## src/rtl/pixel_adc_readout_pkg.sv

```systemverilog
// Shared types and constants for the pixel ADC readout slice.
//   DEF_DATA_W      : default ADC code / ramp counter width
//   N_PIX           : pixels per group
//   pix_idx_t       : pixel index type
//   readout_entry_t : {pixel index, ADC code} queued towards the readout bus
//   lowest_set()    : index of the lowest set bit in a pixel request mask
package pixel_adc_readout_pkg;

    localparam int unsigned DEF_DATA_W = 8;
    localparam int unsigned N_PIX      = 4;

    typedef logic [1:0] pix_idx_t;

    typedef struct packed {
        pix_idx_t                pix;
        logic [DEF_DATA_W-1:0]   data;
    } readout_entry_t;

    // Fixed-priority pick: lowest pixel index wins. Returns 0 for an empty mask.
    function automatic pix_idx_t lowest_set(input logic [N_PIX-1:0] v);
        pix_idx_t idx;
        logic     found;
        idx   = '0;
        found = 1'b0;
        for (int unsigned i = 0; i < N_PIX; i++) begin
            if (v[i] && !found) begin
                idx   = pix_idx_t'(i);
                found = 1'b1;
            end
        end
        return idx;
    endfunction

endpackage

```

## src/rtl/pixel_readout_fifo.sv

```systemverilog
// Synchronous FIFO of readout entries.
//   clk, rst_n : clock, asynchronous active-low reset
//   clear      : synchronous flush (pointers, count and storage to 0)
//   push, din  : write request and entry; ignored when full unless popping
//   pop        : advance the head; ignored when empty
//   head       : registered head entry
//   full/empty : occupancy flags
module pixel_readout_fifo
    import pixel_adc_readout_pkg::*;
#(
    parameter int unsigned DEPTH   = 4,
    parameter type         entry_t = readout_entry_t
) (
    input  logic   clk,
    input  logic   rst_n,
    input  logic   clear,
    input  logic   push,
    input  entry_t din,
    input  logic   pop,
    output entry_t head,
    output logic   full,
    output logic   empty
);

    localparam int unsigned PTR_W = (DEPTH > 1) ? $clog2(DEPTH) : 1;
    localparam int unsigned CNT_W = $clog2(DEPTH) + 1;

    entry_t           mem [DEPTH];
    logic [PTR_W-1:0] wr_ptr;
    logic [PTR_W-1:0] rd_ptr;
    logic [CNT_W-1:0] count;
    logic             do_push;
    logic             do_pop;

    assign full    = (count == CNT_W'(DEPTH));
    assign empty   = (count == '0);
    assign do_pop  = pop && !empty;
    // A full FIFO still takes a push when the head leaves in the same cycle.
    assign do_push = push && (!full || do_pop);
    assign head    = mem[rd_ptr];

    always_ff @(posedge clk or negedge rst_n) begin
        if (!rst_n) begin
            wr_ptr <= '0;
            rd_ptr <= '0;
            count  <= '0;
            for (int unsigned i = 0; i < DEPTH; i++) begin
                mem[i] <= '0;
            end
        end else if (clear) begin
            wr_ptr <= '0;
            rd_ptr <= '0;
            count  <= '0;
            for (int unsigned i = 0; i < DEPTH; i++) begin
                mem[i] <= '0;
            end
        end else begin
            if (do_push) begin
                mem[wr_ptr] <= din;
                wr_ptr      <= wr_ptr + 1'b1;
            end
            if (do_pop) begin
                rd_ptr <= rd_ptr + 1'b1;
            end
            case ({do_push, do_pop})
                2'b10:   count <= count + 1'b1;
                2'b01:   count <= count - 1'b1;
                default: ;
            endcase
        end
    end

endmodule

```

## src/rtl/pixel_adc_readout.sv

```systemverilog
// Single-slope ADC latch and readout queue for a 4-pixel group.
//   clk, reset        : clock, asynchronous active-low reset
//   erase             : clears conversion state, requests, FIFO and overflow
//   convert           : high for the duration of the ramp
//   read1..read4      : rising edge requests readout of pixel 0..3
//   cmp[3:0]          : per-pixel comparator outputs (synchronous)
//   dout_pix/data     : head entry {pixel index, ADC code}
//   dout_valid/ready  : output stream handshake
//   overflow          : sticky, set when a read request hits a still-pending pixel
//   busy              : ramp running, request pending or FIFO non-empty
module pixel_adc_readout
    import pixel_adc_readout_pkg::*;
#(
    parameter int unsigned DATA_W     = DEF_DATA_W,
    parameter int unsigned FIFO_DEPTH = 4
) (
    input  logic              clk,
    input  logic              reset,
    input  logic              erase,
    input  logic              convert,
    input  logic              read1,
    input  logic              read2,
    input  logic              read3,
    input  logic              read4,
    input  logic [N_PIX-1:0]  cmp,
    output logic [1:0]        dout_pix,
    output logic [DATA_W-1:0] dout_data,
    output logic              dout_valid,
    input  logic              dout_ready,
    output logic              overflow,
    output logic              busy
);

    // Entry type sized by this instance's DATA_W rather than the package default.
    typedef struct packed {
        pix_idx_t          pix;
        logic [DATA_W-1:0] data;
    } entry_t;

    logic [DATA_W-1:0] counter;
    logic [DATA_W-1:0] code [N_PIX];
    logic [N_PIX-1:0]  done;
    logic [N_PIX-1:0]  pending;
    logic              conv_q;
    logic [N_PIX-1:0]  read_q;
    logic              overflow_q;

    logic [N_PIX-1:0]  read_now;
    logic [N_PIX-1:0]  read_rise;
    logic              conv_rise;
    logic              conv_fall;

    pix_idx_t          grant_idx;
    logic [N_PIX-1:0]  pend_clr;
    logic              push;
    logic              pop;
    entry_t            push_entry;
    entry_t            head;
    logic              fifo_full;
    logic              fifo_empty;

    assign read_now  = {read4, read3, read2, read1};
    assign read_rise = read_now & ~read_q;
    assign conv_rise = convert & ~conv_q;
    assign conv_fall = ~convert & conv_q;

    // Arbiter: lowest pending pixel goes first, one push per cycle.
    assign grant_idx = lowest_set(pending);
    assign pop       = dout_valid && dout_ready;
    assign push      = !erase && (|pending) && (!fifo_full || pop);

    always_comb begin
        pend_clr = '0;
        if (push) begin
            pend_clr[grant_idx] = 1'b1;
        end
    end

    always_comb begin
        push_entry      = '0;
        push_entry.pix  = grant_idx;
        push_entry.data = code[grant_idx];
    end

    always_ff @(posedge clk or negedge reset) begin
        if (!reset) begin
            counter    <= '0;
            done       <= '0;
            pending    <= '0;
            conv_q     <= 1'b0;
            read_q     <= '0;
            overflow_q <= 1'b0;
            for (int unsigned i = 0; i < N_PIX; i++) begin
                code[i] <= '0;
            end
        end else begin
            // Edge-detect history keeps tracking the inputs even during erase,
            // so a convert held through erase does not restart the ramp later.
            conv_q <= convert;
            read_q <= read_now;
            if (erase) begin
                counter    <= '0;
                done       <= '0;
                pending    <= '0;
                overflow_q <= 1'b0;
                for (int unsigned i = 0; i < N_PIX; i++) begin
                    code[i] <= '0;
                end
            end else begin
                if (conv_rise) begin
                    counter <= '0;
                    done    <= '0;
                    for (int unsigned i = 0; i < N_PIX; i++) begin
                        code[i] <= '0;
                    end
                end else if (convert) begin
                    if (counter != '1) begin
                        counter <= counter + 1'b1;
                    end
                    // Latch the pre-increment count on the first comparator trip.
                    for (int unsigned i = 0; i < N_PIX; i++) begin
                        if (!done[i] && cmp[i]) begin
                            code[i] <= counter;
                            done[i] <= 1'b1;
                        end
                    end
                end else if (conv_fall) begin
                    // Pixels that never tripped read as full scale.
                    for (int unsigned i = 0; i < N_PIX; i++) begin
                        if (!done[i]) begin
                            code[i] <= '1;
                            done[i] <= 1'b1;
                        end
                    end
                end
                pending    <= (pending & ~pend_clr) | read_rise;
                overflow_q <= overflow_q | (|(read_rise & pending));
            end
        end
    end

    pixel_readout_fifo #(
        .DEPTH   (FIFO_DEPTH),
        .entry_t (entry_t)
    ) u_fifo (
        .clk   (clk),
        .rst_n (reset),
        .clear (erase),
        .push  (push),
        .din   (push_entry),
        .pop   (pop),
        .head  (head),
        .full  (fifo_full),
        .empty (fifo_empty)
    );

    assign dout_valid = !fifo_empty;
    assign dout_pix   = head.pix;
    assign dout_data  = head.data;
    assign overflow   = overflow_q;
    assign busy       = conv_q || (|pending) || !fifo_empty;

endmodule

```

## config.mk

```make
export PLATFORM = sky130hd
export DESIGN_NAME = pixel_adc_readout
export DESIGN_NICKNAME = d
export VERILOG_FILES = /design/src/rtl/pixel_adc_readout_pkg.sv /design/src/rtl/pixel_readout_fifo.sv /design/src/rtl/pixel_adc_readout.sv
export SDC_FILE = /design/constraint.sdc
export NUM_CORES = 1
export LEC_CHECK = 0
export ABC_AREA = 1
export BUFFER_PORTS_ARGS = -buffer_cell sky130_fd_sc_hd__buf_4
export CAP_MARGIN = 20
export CORE_ASPECT_RATIO = 2
export CORE_MARGIN = 1.5
export CORE_UTILIZATION = 40
export DETAILED_ROUTE_END_ITERATION = 16
export PLACE_DENSITY = 0.6
export SLEW_MARGIN = 15
export SYNTH_ARGS = -nofsm -noshare
export SYNTH_HDL_FRONTEND = slang
export SYNTH_SLANG_ARGS = --single-unit
export TNS_END_PERCENT = 100
```

## constraint.sdc

```tcl
create_clock -name clk -period 3 [get_ports clk]
set_clock_uncertainty 0.05 [all_clocks]
set_input_delay 0.3 -clock clk [delete_from_list [all_inputs] [get_ports clk]]
set_output_delay 0.3 -clock clk [all_outputs]
set_load 0.02 [all_outputs]
```

Word-level counts from Yosys, hierarchy flattened

Index checks and enable logic that the tools add are counted.

Word-level logic and storage cells: 159
Input bits: 13
Register bits: 101

Reduce and logical (&&, ||, !) cells: 46
Bitwise operators: 14
Order comparisons: 6
Equality and inequality tests: 12
Add/sub/neg operators: 5
Muxes and demuxes: 52

Operators with widths:

| kind                                           | count |
|---|---|
| 2-to-1 mux 32 bit                              | 4 |
| 2-to-1 mux 8 bit                               | 14 |
| 2-to-1 mux 40 bit                              | 2 |
| bitwise mux 40 bit                             | 1 |
| 2-to-1 mux 10 bit                              | 3 |
| 2-to-1 mux 4 bit                               | 6 |
| binary-select mux 10 bit (select 2 bit)        | 1 |
| demux 10 bit (select 2 bit)                    | 1 |
| binary-select mux 8 bit (select 2 bit)         | 1 |
| != test 4 x 2 -> 1 bit (second input constant) | 4 |
| != test 4 x 3 -> 1 bit (second input constant) | 4 |
| logical AND 1 bit                              | 14 |
| bitwise AND 4 bit                              | 3 |
| 2-to-1 mux 2 bit                               | 6 |
| AND reduction 3 bit                            | 4 |
| zero test 1 bit                                | 10 |
| 2-to-1 mux 1 bit                               | 10 |
| AND reduction 2 bit                            | 5 |
| >= comparator 3 bit (second input constant)    | 3 |
| inverter 2 -> 3 bit                            | 3 |
| nonzero test 3 bit                             | 3 |
| adder 8 x 1 -> 8 bit (second input constant)   | 1 |
| != test 8 bit (second input constant)          | 1 |
| inverter 4 bit                                 | 2 |
| 21 further kinds                               | 29 |

Logic depth before layout (Yosys ltp)

Depth after elaboration: 19
Mapped depth: 13
Mapped depth without buffers: 13

By module

A second synthesis with hierarchy kept.

Cells, all modules: 637
Area, all modules: 5200.0 um^2

Modules (own cells, without submodules):

| module             | times used | area each (um^2) | cells each |
|---|---|---|---|
| pixel_adc_readout  | 1          | 2742.6           | 325 |
| pixel_readout_fifo | 1          | 2457.4           | 312 |

Least setup slack after synthesis

Ideal clock, no wire load.

Path type: register -> register
From: register u_fifo.count[1]
To: register u_fifo.count[2]
Cell stages (with the launch flop): 14
Period minus slack after synthesis: 2.090 ns
Path slack: 0.910 ns
Arrival: 1.923 ns
Cells stage by stage: dfrtp_1 > nor2_1 > nand2_1 > nand2_1 > inv_1 > nand2_1 > inv_1 > fa_1 > xnor2_1 > inv_1 > nand2_1 > nand2_1 > nand3_1 > nand2_1

Longest elaborated chain between the ends: 9

Ends and longest elaborated chain:

| item                                                           | line                                              | text |
|---|---|---|
| start, declared                                                | pixel_readout_fifo.sv:31                          | `logic [CNT_W-1:0] count;` |
| start signal, assigned                                         | pixel_readout_fifo.sv:66                          | `2'b10: count <= count + 1'b1;` |
| start signal, assigned                                         | pixel_readout_fifo.sv:67                          | `2'b01: count <= count - 1'b1;` |
| zero test 3 bit (*)                                            | pixel_readout_fifo.sv:36                          | `assign empty = (count == '0);` |
| zero test 1 bit (*)                                            | pixel_adc_readout.sv:157                          | `assign dout_valid = !fifo_empty;` |
| net dout_valid                                                 | pixel_adc_readout.sv:28                           | `output logic dout_valid,` |
| logical AND 1 bit                                              | pixel_adc_readout.sv:69                           | `assign pop = dout_valid && dout_ready;` |
| logical OR 1 bit / logical AND 1 bit (equally long branches)   | pixel_adc_readout.sv:70, pixel_readout_fifo.sv:37 |  |
| logical AND 1 bit / logical OR 1 bit (equally long branches)   | pixel_adc_readout.sv:70, pixel_readout_fifo.sv:39 |  |
| logical AND 1 bit                                              | pixel_readout_fifo.sv:39                          | `assign do_push = push && (!full \|\| do_pop);` |
| == test 2 x 1 -> 1 bit / == test 2 bit (equally long branches) | pixel_readout_fifo.sv:65                          | `case ({do_push, do_pop})` |
| one-hot mux 3 bit (2 select lines)                             | pixel_readout_fifo.sv:65                          |  |
| 2-to-1 mux 3 bit                                               | pixel_readout_fifo.sv:50                          | `end else if (clear) begin` |

Mark *: on every way through the listed nets, which the timed path passes. The rest lies on a longest branch.
A chain may end at the register's enable or synchronous reset.

Worst setup path after layout

From: register u_fifo.count[0]
To: register u_fifo.count[2]

Longest elaborated chain between the ends: 9

Ends and longest elaborated chain:

| item                                                           | line |
|---|---|
| zero test 3 bit                                                | pixel_readout_fifo.sv:36 |
| zero test 1 bit                                                | pixel_readout_fifo.sv:37, pixel_adc_readout.sv:157 |
| logical AND 1 bit                                              | pixel_adc_readout.sv:69 |
| logical OR 1 bit / logical AND 1 bit (equally long branches)   | pixel_adc_readout.sv:70, pixel_readout_fifo.sv:37 |
| logical AND 1 bit / logical OR 1 bit (equally long branches)   | pixel_adc_readout.sv:70, pixel_readout_fifo.sv:39 |
| logical AND 1 bit                                              | pixel_readout_fifo.sv:39 |
| == test 2 x 1 -> 1 bit / == test 2 bit (equally long branches) | pixel_readout_fifo.sv:65 |
| one-hot mux 3 bit (2 select lines)                             | pixel_readout_fifo.sv:65 |
| 2-to-1 mux 3 bit                                               | pixel_readout_fifo.sv:50 |

Several ways; a longest one is shown, not always the timed one.

==> flow_summary.ini <==
[status]
status = finished clean

[global_route]
antenna_found_initial = 0
track_usage = 0.2056
grt_pass1_vias = 3967
gr-total-overflow = 0
grt_pass1_wl_um = 19690
grt_max_degree = 87

[synth]
syn-instance-count = 570
yosysSeqAreaShare = 0.5303
yosysWarningCount = 0
syn_area_per_cell_um2 = 8.361
synth.net_count = 590
yosysTopAreaCell = dfrtp_1
syn_area_mm2 = 0.004766
ys_seq_elements = 101
ys_top_cells_by_area = dfrtp_1, nand2_1, o21ai_0
yosysUniqueCellTypes = 30
synth_top_area_frac = 0.5303

[setup_path]
worstSetupPathDepth = 13
path_common_cell = nand2_1
endpoint_kind = register
critPathBufInv = 3
path_cells = nor2_1 > nand2_1 > nand2_1 > inv_1 > nand2_1 > inv_1 > fa_1 > xnor2_1 > inv_1 > nand2_1 > nand2_1 > nand3_1 > nand2_1
slowest_stage = dfrtp_1
crit_type = register to register
crit_arrival_ns = 2.39
startpoint_type = register
cp.required_ns = 3.19
max_stage_delay_ns = 0.43
reg2regPathDepth = 13
critical_path.top_delay_family = simple AND/OR/NAND/NOR gates
path_max_fanout = 6

[floorplan]
rows = 56
io_pins = 26
die_y_um = 157.4
coreArea_mm2 = 0.01170
start_util = 0.4073
die_w_um = 80.19
dieArea_mm2 = 0.01262

[placed_design]
hpwlAfterDp_um = 8449
io_buffer_count = 25
place_ws_ns = 0.8299
place_inst = 725
place_congestion = 0.8801

[finish]
syn2layout_area_growth_pct = 13.42
final_util = 0.4619
layout.cells.non_filler = 742
drive_gt1_frac = 0.1106
final_common_cell = nand2_1
layout_common_cells = nand2_1, dfrtp_1, o21ai_0
antennaDiodeCount = 0
layout.nets = 612

[clock_tree]
cts_setup_buffers = 0
cts_sinks = 101
root_buffer = clkbuf_16
clk_pin_slew_ns = 0.07
numCtsBuffers = 9
clkLatencyLatePin_ns = 0.35
cts_max_level = 3
cts_resized = 0
clockBufferDepth = 2
cts_tree = yes

[sta]
setup_viol = 0
fin_tns_setup_ns = 0
worst_slew_pin_slew_ns = 0.6919
drv_slew = 0
hold_violations = 0
fmax_mhz = 452.9
slew_headroom = 0.5382
period_minus_slack_ns = 2.208
setup_ws_ns = 0.7920
period_share = 0.7360
rsz0062_at_grt = false

[detailed_routing]
via_count = 3964
routed_via_density = 5.342
dr.pass1.iters = 5
drtIter0Drc = 211
antenna_left = 0
avgRoutedWirePerCell_um = 15.92
route.detailed.drc = 0
totalWireLength_um = 11820

[power_and_ir_drop]
power.density_mw_per_mm2 = 699.0
power_mw = 3.778
irDropWorstVdd_mv = 0.3212
p_leak_nw = 2.556

[hold_path]
worstHoldPathType = input pin to register
whs_path_depth = 1

[job]
drv_cap = 0
synthesized netlist by cell type:
| master | count |
|---|---|
| xnor2_1 | 1 |
| or2_2 | 1 |
| o21bai_1 | 1 |
| buf_1 | 1 |
| nor3b_1 | 2 |
| inv_4 | 1 |
| nand3_2 | 5 |
| nand2_1 | 155 |
| clkbuf_1 | 8 |
| nor2_1 | 40 |
| fa_1 | 1 |
| inv_1 | 30 |
| nand3b_1 | 1 |
| nor3_1 | 1 |
| nand3_4 | 1 |
| dfrtp_1 | 101 |
| o21ai_4 | 1 |
| ha_1 | 6 |
| o22ai_1 | 10 |
| a21oi_1 | 11 |
| buf_2 | 4 |
| nand2_2 | 2 |
| nor2_2 | 2 |
| nand3_1 | 49 |
| o21ai_2 | 5 |
| o21ai_1 | 38 |
| nand4_1 | 10 |
| buf_4 | 6 |
| inv_2 | 4 |
| o21ai_0 | 72 |
flip-flops by register name, summed over array words and instances (netlist names):
register       cells
u_fifo.wr_ptr      2
done               4
u_fifo.rd_ptr      2
conv_q             1
u_fifo.mem        40
pending            4
code              32
overflow           1
counter            8
read_q             4
u_fifo.count       3
kinds of logic after synthesis:
| group | synth area share |
|---|---|
| AOI/OAI and AO/OA | 0.1544 |
| DFF | 0.5303 |
| adders and majority gates | 0.01995 |
| xor gates and xnor gates | 0.001838 |
| buffers and inverters | 0.04883 |
| and+or+nand+nor | 0.2447 |
power breakdown:
part | switching (mW) | internal (mW) | total [mW]
clock | 0.502 | 0.731 | 1.23
combinational | 0.624 | 0.317 | 0.940
sequential | 0.101 | 1.50 | 1.60
total | 1.23 | 2.55 | 3.78
what timing repair did:
action | in CTS | in global routing
hold endpoints to repair | 15 | 0
endpoints found under the setup margin | 0 | 0
hold buffers | 1 | 0
layer usage:
metal	GRT usage	up-vias	part of all wire
met5	0	-	0
met4	0.09031	0	0.030
met3	0.03130	23	0.025
met2	0.3878	66	0.56
met1	0.2179	1908	0.39
li1	-	1967	-
stage by stage:
| step | hold WS [ns] | cell area (um2) |
|---|---|---|
| 2_1_floorplan | -0.04559 | 4766 |
| 3_3_place_gp | 0.1276 | 5079 |
| 3_5_place_dp | 0.1334 | 5079 |
| 4_1_cts | 0.008700 | 5405 |
| 5_1_grt | 0.007004 | 5405 |
| 6_report | 0.01880 | 5405 |
worst register-to-register path, stage by stage (launching register included):
cell and delay, ns:
dfrtp_1 0.43, nor2_1 0.19, nand2_1 0.12, nand2_1 0.12, inv_1 0.08, nand2_1 0.17
inv_1 0.09, fa_1 0.39, xnor2_1 0.20, inv_1 0.06, nand2_1 0.06, nand2_1 0.05
nand3_1 0.06, nand2_1 0.06
path summary, 6_finish.rpt:
kind / start / end / slack (ns)
max in group asynchronous: reset / u_fifo.mem[17]$_DFFE_PN0P_ / 1.84
max: u_fifo.count[0]$_DFFE_PN0P_ / u_fifo.count[2]$_DFFE_PN0P_ / 0.79
min in group asynchronous: reset / read_q[1]$_DFF_PN0_ / 0.32
min reg2reg: u_fifo.mem[9]$_DFFE_PN0P_ / u_fifo.mem[9]$_DFFE_PN0P_ / 0.43
min: read2 / read_q[1]$_DFF_PN0_ / 0.02
max reg2reg: u_fifo.count[0]$_DFFE_PN0P_ / u_fifo.count[2]$_DFFE_PN0P_ / 0.79
layout make-up:
| cell class | count | area, um2 |
|---|---|---|
| clock buffers | 10 | 229.0 |
| well taps | 145 | 181.4 |
| multi-input cells | 415 | 2006 |
| clock inverters | 6 | 87.58 |
| flip-flops and latches | 101 | 2527 |
| repair buffers | 30 | 240.2 |
| fillers | 1125 | 6296 |
| inverters | 35 | 133.9 |
Power figures use the tool's default switching activity.
